File: src/rtl/rx_dll_pkg.sv
// Shared types and constants for the DLLP transmit arbiter.
// Holds DLLP type codes, source select enum and arbiter state enum.
package rx_dll_pkg;

    localparam logic [7:0] DLLP_TYPE_ACK = 8'h00;
    localparam logic [7:0] DLLP_TYPE_NAK = 8'h10;

    typedef enum logic [1:0] {
        SRC_NONE,
        SRC_NAK,
        SRC_ACK,
        SRC_FC
    } dllp_src_e;

    typedef enum logic {
        ST_IDLE,
        ST_SEND
    } dllp_arb_state_e;

endpackage

File: src/rtl/dllp_tx_arbiter_prio_sel.sv
// Combinational winner select for the DLLP transmit arbiter.
// Ports: i_nak_req, i_ack_req, i_fc_req, i_fc_age in; o_src out.
module dllp_prio_sel
    import rx_dll_pkg::*;
#(
    parameter int STARVE_LIMIT = 16
) (
    input  logic       i_nak_req,
    input  logic       i_ack_req,
    input  logic       i_fc_req,
    input  logic [7:0] i_fc_age,
    output dllp_src_e  o_src
);

    localparam logic [7:0] LIMIT = 8'(STARVE_LIMIT);

    logic w_fc_starved;

    // An aged FC request jumps ahead of ACK but never ahead of NAK.
    assign w_fc_starved = i_fc_req & (i_fc_age >= LIMIT);

    always_comb begin
        o_src = SRC_NONE;
        if (i_nak_req) begin
            o_src = SRC_NAK;
        end else if (w_fc_starved) begin
            o_src = SRC_FC;
        end else if (i_ack_req) begin
            o_src = SRC_ACK;
        end else if (i_fc_req) begin
            o_src = SRC_FC;
        end
    end

endmodule

File: src/rtl/dllp_tx_arbiter.sv
// Shares one registered 32-bit DLLP channel between NAK, ACK and UpdateFC.
// Ports: clk/reset; nak/ack/fc req,data,grant; dllp_o/valid/ready; dllp_sent_cnt.
module dllp_tx_arbiter
    import rx_dll_pkg::*;
#(
    parameter int STARVE_LIMIT = 16,
    parameter int SEQ_W        = 12
) (
    input  logic             clk,
    input  logic             reset,
    input  logic             nak_req,
    input  logic [SEQ_W-1:0] nak_seq,
    output logic             nak_grant,
    input  logic             ack_req,
    input  logic [SEQ_W-1:0] ack_seq,
    output logic             ack_grant,
    input  logic             fc_req,
    input  logic [31:0]      fc_dllp,
    output logic             fc_grant,
    output logic [31:0]      dllp_o,
    output logic             dllp_valid,
    input  logic             dllp_ready,
    output logic [15:0]      dllp_sent_cnt
);

    dllp_arb_state_e r_state;
    dllp_arb_state_e w_next_state;
    logic [31:0]     r_dllp;
    logic [31:0]     w_payload;
    logic [7:0]      r_fc_age;
    logic [15:0]     r_sent_cnt;
    logic            w_accept;
    logic            w_load;
    dllp_src_e       w_src;
    logic [23:0]     w_nak_ext;
    logic [23:0]     w_ack_ext;

    assign w_nak_ext = 24'(nak_seq);
    assign w_ack_ext = 24'(ack_seq);

    assign w_accept = (r_state == ST_SEND) & dllp_ready;
    // Accept and reload in the same cycle keeps the channel bubble-free.
    assign w_load   = ~reset & ((r_state == ST_IDLE) | w_accept);

    dllp_prio_sel #(
        .STARVE_LIMIT(STARVE_LIMIT)
    ) u_prio_sel (
        .i_nak_req(nak_req),
        .i_ack_req(ack_req),
        .i_fc_req (fc_req),
        .i_fc_age (r_fc_age),
        .o_src    (w_src)
    );

    always_comb begin
        w_next_state = r_state;
        w_payload    = r_dllp;
        nak_grant    = 1'b0;
        ack_grant    = 1'b0;
        fc_grant     = 1'b0;
        if (w_load) begin
            w_next_state = ST_SEND;
            unique case (w_src)
                SRC_NAK: begin
                    nak_grant = 1'b1;
                    w_payload = {DLLP_TYPE_NAK, w_nak_ext};
                end
                SRC_ACK: begin
                    ack_grant = 1'b1;
                    w_payload = {DLLP_TYPE_ACK, w_ack_ext};
                end
                SRC_FC: begin
                    fc_grant  = 1'b1;
                    w_payload = fc_dllp;
                end
                SRC_NONE: begin
                    w_next_state = ST_IDLE;
                end
            endcase
        end
    end

    always_ff @(posedge clk) begin
        if (reset) begin
            r_state    <= ST_IDLE;
            r_dllp     <= 32'h0;
            r_fc_age   <= 8'h0;
            r_sent_cnt <= 16'h0;
        end else begin
            r_state <= w_next_state;
            r_dllp  <= w_payload;
            if (w_accept) begin
                r_sent_cnt <= r_sent_cnt + 16'h1;
            end
            if (!fc_req || fc_grant) begin
                r_fc_age <= 8'h0;
            end else if (r_fc_age != 8'hFF) begin
                r_fc_age <= r_fc_age + 8'h1;
            end
        end
    end

    assign dllp_o        = r_dllp;
    assign dllp_valid    = (r_state == ST_SEND);
    assign dllp_sent_cnt = r_sent_cnt;

endmodule

File: config.mk
export PLATFORM = sky130hd
export DESIGN_NAME = dllp_tx_arbiter
export DESIGN_NICKNAME = d
export VERILOG_FILES = /design/src/rtl/rx_dll_pkg.sv /design/src/rtl/dllp_tx_arbiter_prio_sel.sv /design/src/rtl/dllp_tx_arbiter.sv
export SDC_FILE = /design/constraint.sdc
export NUM_CORES = 1
export LEC_CHECK = 0
export CAP_MARGIN = 20
export CELL_PAD_IN_SITES_DETAIL_PLACEMENT = 2
export CELL_PAD_IN_SITES_GLOBAL_PLACEMENT = 2
export CORE_MARGIN = 2
export CORE_UTILIZATION = 25
export DETAILED_ROUTE_END_ITERATION = 16
export PLACE_DENSITY_LB_ADDON = 0.1
export SKIP_CTS_REPAIR_TIMING = 1
export SLEW_MARGIN = 20
export SYNTH_ARGS = -nofsm -noshare
export SYNTH_HDL_FRONTEND = slang
export SYNTH_SLANG_ARGS = --single-unit
export TNS_END_PERCENT = 5
File: constraint.sdc
create_clock -name clk -period 2.6 [get_ports clk]
set_input_delay 0.52 -clock clk [delete_from_list [all_inputs] [get_ports clk]]
set_output_delay 0.52 -clock clk [all_outputs]
set_load 0.02 [all_outputs]
==> metrics.yaml, run 1 <==
yosys:
  seq_area_frac_synth: 0.470
  synth_compound_area_frac: 0.192
  synth-xor-area-share: 0.0505
  yosysMostFrequentCell: "dfxtp_1"
  synth_async_sr_flop_share: 0
  syn_area_per_cell_um2: 9.53
  yosys.area_share.adder: 0.0154
  synth_top_family_by_area: "compound AO/OA/AOI/OAI gates"
  netlist_top_cells_count: "57 x dfxtp_1, 32 x nand2_1, 21 x nor2_1"
  yosys_warnings: 0
  synth_area_leaders: "dfxtp_1 47%, a22o_1 6.8%, nand2_1 4.9%, mux2i_1 4.5%, a221o_1 3.7%"
  synthSimpleGateAreaFrac: 0.187
  syn_nets: 320
  synth_cells: 255
  ys_ff_latch: 57
  synth_edf_count: 0
  synth_top_area_frac: 0.470
  yosys.area.top_type: "dfxtp_1"
  synthDistinctLibCells: 42
  synth_area_um2: 2430
  synthFlopType: "dfxtp_1"
  synthMuxAreaShare: 0.0453
floorplanning:
  die_width_um: 103
  die_y_um: 103
  die_area_um2: 10500
  coreArea_um2: 9330
  ios: 114
  start_util: 0.260
  core.rowCount: 35
final_layout:
  nets: 444
  fin_area_um2: 4020
  num_antenna_cells: 0
  areaGrowthSynthToFinish_pct: 65.4
  drive_gt1_frac: 0.0964
  final_cells: 513
cts:
  htreeDepth: 3
  cts.sinks: 57
  cts_tree: "built"
  clock_latency_ns: 0.33
  root_buffer: "clkbuf_8"
  clkTransAtPathRegs_ns: 0.07
  cts_buffer_depth: 2
  cts_made_buffers: 9
global_route:
  grt_pass1_vias: 2660
  antenna_found_initial: 0
  grt_max_degree: 29
  grt_pass1_wl_mm: 13.6
  grt_usage: 0.168
  overflow: 0
worst_hold_path:
  hold_class: "flop to flop"
  hold_path_depth: 1
setup_path:
  cpPeakStageDelay_ns: 0.52
  start_kind: "input pin"
  crit_buf_inv: 2
  setup.worst_path.class: "input pin to output port"
  crit_cells: 5
  arrival_ns: 1.77
  crit_chain: "clkdlybuf4s50_1 -> nor2b_2 -> nor3_2 -> and3_1 -> dlymetal6s2s_1"
  crit_fanout: 2
  ff2ff_path_depth: 5
  cpMaxStageDelayCell: "clkdlybuf4s50_1"
  end_kind: "output port"
  cpLargestDelayFamily: "buffers and inverters"
  cp.required_ns: 2.08
run:
  maxCapViolations: 0
routing:
  ant_nets: 0
  drtPass1Iterations: 4
  finalWirelength_mm: 8.48
  drc: 0
  num_vias: 2467
  routedWlPerCell_um: 16.5
  viasPerCell: 4.81
  first_iter_violations: 32
sta:
  skew_ns: 0.00876
  rsz0062_at_grt: "no"
  tns_ns: 0
  finalCritPeriodShare: 0.880
  setup_violations: 0
  min_period_ns: 2.29
  clock.fmax_mhz: 437
  relSlewSlack: 0.451
  finalHoldWorstSlack_ns: 0.476
  hold_viol_final: 0
  worst_pin_slew_ns: 0.823
  maxSlewViolCount: 0
placed_design:
  detailedPlacementHpwl_mm: 6.17
  place_inst: 497
  gp_congestion: 0.751
  placed_area_um2: 3770
  port_buffers: 113
power_and_ir_drop:
  p_total_w: 0.00228
  power_density_nw_per_um2: 567
  ir_drop_mv: 0.216
  p_leak_nw: 1.55
outcome:
  outcome: "completed"
-- registers in the layout, summed over array words and instances (netlist names) --
| signal | flops |
|---|---|
| dllp_o | 32 |
| dllp_valid | 1 |
| r_fc_age | 8 |
| dllp_sent_cnt | 16 |
-- final timing paths --
check	start	slack, ns	end
max	dllp_ready	0.31	fc_grant
min	dllp_o[18]$_SDFFE_PP0P_	0.48	dllp_o[18]$_SDFFE_PP0P_
max reg2reg	dllp_valid$_SDFFE_PP0P_	0.67	dllp_o[23]$_SDFFE_PP0P_
min reg2reg	dllp_o[18]$_SDFFE_PP0P_	0.48	dllp_o[18]$_SDFFE_PP0P_
-- cells in the final DEF, fill, tap and decap left out, types with 8 or more instances in the layout --
master,n
clkdlybuf4s50_1,110
dfxtp_1,57
xnor2_1,10
nor3_1,9
nor2_1,21
clkbuf_8,12
nand2_1,32
a221o_1,9
mux2i_1,11
buf_4,12
inv_1,8
a22o_1,19
-- cell families (layout without fill, tap and decap cells) --
logic type / after synthesis / in the layout
compound gates: 55 / 55
simple gates: 93 / 93
mux: 11 / 11
flops: 57 / 57
fa+ha+maj: 3 / 3
xor+xnor: 14 / 14
buf+inv: 22 / 151
-- per-layer routing --
metal  up-vias  part of all wire  GRT usage
li1       1184                 -          -
met1      1196              0.42      0.198
met2        78              0.48      0.283
met3         9             0.080     0.0569
met4         0             0.014     0.0615
met5         -                 0          0
-- report_power, final --
part           internal, W  switching, W  leakage, nW  total, W
Sequential        0.000908     0.0000218        0.464  0.000930
Clock             0.000619      0.000382        0.123   0.00100
Combinational     0.000196      0.000151        0.962  0.000347
-- area by class of cell --
cell class	instances	area [µm²]
multi-input combinational	176	1190
timing repair buffer	126	1250
tap	129	161
clock buffer	12	165
inverter	9	33.8
sequential	57	1140
clock inverter	4	73.8
fill	999	5310
-- metrics by stage --
| step | setup slack, ns | util |
|---|---|---|
| final | 0.312 | 0.431 |
| after global routing | 0.214 | 0.431 |
| after CTS | -0.173 | 0.430 |
| after detailed placement | -0.120 | 0.404 |
| after global placement | -0.116 | 0.404 |
| after floorplan | 0.613 | - |
No activity file was read; power rests on OpenSTA's default activity.
==> inputs of run 2 (changes only) <==
- CAP_MARGIN: 20 -> unset
- SLEW_MARGIN: 20 -> 40
==> run 2 against run 1 <==
Design area rose by 0.12%. Clock skew hardly changed. Highest routed layer unchanged. Critical path type unchanged. Final cell count unchanged. Sequential share of layout area barely moved.
==> metrics.yaml, run 2 (synthesis results as in run 1) <==
floorplanning:
  coreArea_um2: 9330  # unchanged
  die_width_um: 103  # unchanged
  ios: 114  # unchanged
  start_util: 0.260  # unchanged
  die_area_um2: 10500  # unchanged
  die_y_um: 103  # unchanged
  core.rowCount: 35  # unchanged
final_layout:
  nets: 444  # unchanged
  num_antenna_cells: 0  # unchanged
  final_util: 0.431  # +0.000536
  layout_common_cells: "110 x clkdlybuf4s50_1, 57 x dfxtp_1, 32 x nand2_1"
  final_cells: 513  # unchanged
  fin_area_um2: 4020  # +0.12%
  final_common_cell: "clkdlybuf4s50_1"
  final.fill_count: 1000  # +0.10%
  drive_gt1_frac: 0.0964  # unchanged
  largest_register_ffs: 32  # unchanged
  areaGrowthSynthToFinish_pct: 65.6
routing:
  ant_nets: 0  # unchanged
  num_vias: 2474  # +0.28%
  first_iter_violations: 42  # +31%
  routedWlPerCell_um: 16.6  # +0.33%
  finalWirelength_mm: 8.51  # +0.33%
  viasPerCell: 4.82  # +0.28%
  drc: 0  # unchanged
  drtPass1Iterations: 4  # unchanged
cts:
  clkTransAtPathRegs_ns: 0.07  # about the same
  root_buffer: "clkbuf_8"
  cts_made_buffers: 9  # unchanged
  clock_latency_ns: 0.33  # about the same
  cts_buffer_depth: 2  # unchanged
  cts.sinks: 57  # unchanged
  cts_tree: "built"
  htreeDepth: 3  # unchanged
setup_path:
  cp.required_ns: 2.08  # about the same
  arrival_ns: 1.76  # about the same
  end_kind: "output port"
  setup.worst_path.class: "input pin to output port"
  cpMaxStageDelayCell: "clkdlybuf4s50_1"
  crit_buf_inv: 2  # unchanged
  cpLargestDelayFamily: "buffers and inverters"
  cpPeakStageDelay_ns: 0.52  # about the same
  crit_chain: "clkdlybuf4s50_1 -> nor2b_2 -> nor3_2 -> and3_1 -> dlymetal6s2s_1"
  crit_fanout: 2  # unchanged
  start_kind: "input pin"
sta:
  finalHoldWorstSlack_ns: 0.475  # -0.000194 ns
  rsz0062_at_grt: "no"
  finalCritPeriodShare: 0.878  # -0.00246
  maxSlewViolCount: 0  # unchanged
  min_period_ns: 2.28  # -0.00639 ns
  fin_ws_ns: 0.318  # +0.00638 ns
  setup_violations: 0  # unchanged
  relSlewSlack: 0.668  # +0.217
  skew_ns: 0.00855  # -0.000210 ns
  clock.fmax_mhz: 438  # +0.28%
  hold_viol_final: 0  # unchanged
  worst_pin_slew_ns: 0.498  # -0.325 ns
placed_design:
  place_inst: 497  # unchanged
  detailedPlacementHpwl_mm: 6.17  # unchanged
  placed_area_um2: 3770  # unchanged
  port_buffers: 113  # unchanged
  gp_congestion: 0.751  # unchanged
  place_ws_ns: -0.120  # unchanged
global_route:
  antenna_found_initial: 0  # unchanged
  grt_pass1_vias: 2660  # unchanged
  grt_pass1_wl_mm: 13.6  # unchanged
  grt_usage: 0.168  # unchanged
  grt_max_degree: 29  # unchanged
  overflow: 0  # unchanged
power_and_ir_drop:
  pwr-share-comb: 0.153  # about the same
  p_leak_nw: 1.55  # about the same
  clockPowerShare: 0.439  # about the same
  ir_drop_mv: 0.211  # -2.1%
  power_density_nw_per_um2: 566  # about the same
  p_sw_frac: 0.244  # about the same
  power.switching_w: 0.000556  # +0.14%
  intPower_w: 0.00172  # about the same
  seqPwrFrac: 0.408  # about the same
outcome:
  outcome: "completed"
worst_hold_path:
  hold_class: "flop to flop"
run:
  maxCapViolations: 0  # unchanged
-- run 2: cell counts in the layout (fill, tap and decap cells not counted) --
No cell type changed its count.
-- run 2: layout make-up --
type                    count  area, µm²  area share
clock inverters             4       73.8      0.0183
well taps                 129        161      0.0401
clock buffers              12        165      0.0410
inverters                   9       33.8     0.00840
flip-flops and latches     57       1140       0.284
repair buffers            126       1250       0.310
multi-input cells         176       1200       0.298
-- run 2: path summary, 6_finish.rpt --
kind,slack (ns),to,from,depth (start not counted)
max,0.32,fc_grant,dllp_ready,5
max reg2reg,0.80,r_fc_age[2]$_SDFFE_PP0P_,r_fc_age[0]$_SDFFE_PP0P_,5
min,0.48,dllp_o[18]$_SDFFE_PP0P_,dllp_o[18]$_SDFFE_PP0P_,1
min reg2reg,0.48,dllp_o[18]$_SDFFE_PP0P_,dllp_o[18]$_SDFFE_PP0P_,1
-- run 2: metrics by stage --
step / TNS, ns / power [W]
2_1_floorplan: 0 / 0.00109
3_3_place_gp: -0.236 / 0.00129
3_5_place_dp: -0.217 / 0.00130
4_1_cts: -0.318 / 0.00232
5_1_grt: 0 / 0.00239
6_report: 0 / 0.00228
-- run 2: power groups by stage --
stage | registers, W | logic, W | clock network (W)
3_3_place_gp | 0.000948 | 0.000344 | 0
2_1_floorplan | 0.000989 | 0.000101 | 0
4_1_cts | 0.000930 | 0.000353 | 0.00103
6_report | 0.000930 | 0.000349 | 0.00100
5_1_grt | 0.000935 | 0.000375 | 0.00108
3_5_place_dp | 0.000950 | 0.000351 | 0
-- run 2: metal layers --
layer,up-vias,GRT usage,part of all wire
met3,9,0.0569,0.079
met2,78,0.283,0.48
met1,1203,0.198,0.42
met5,-,0,0
met4,0,0.0615,0.013
li1,1184,-,-
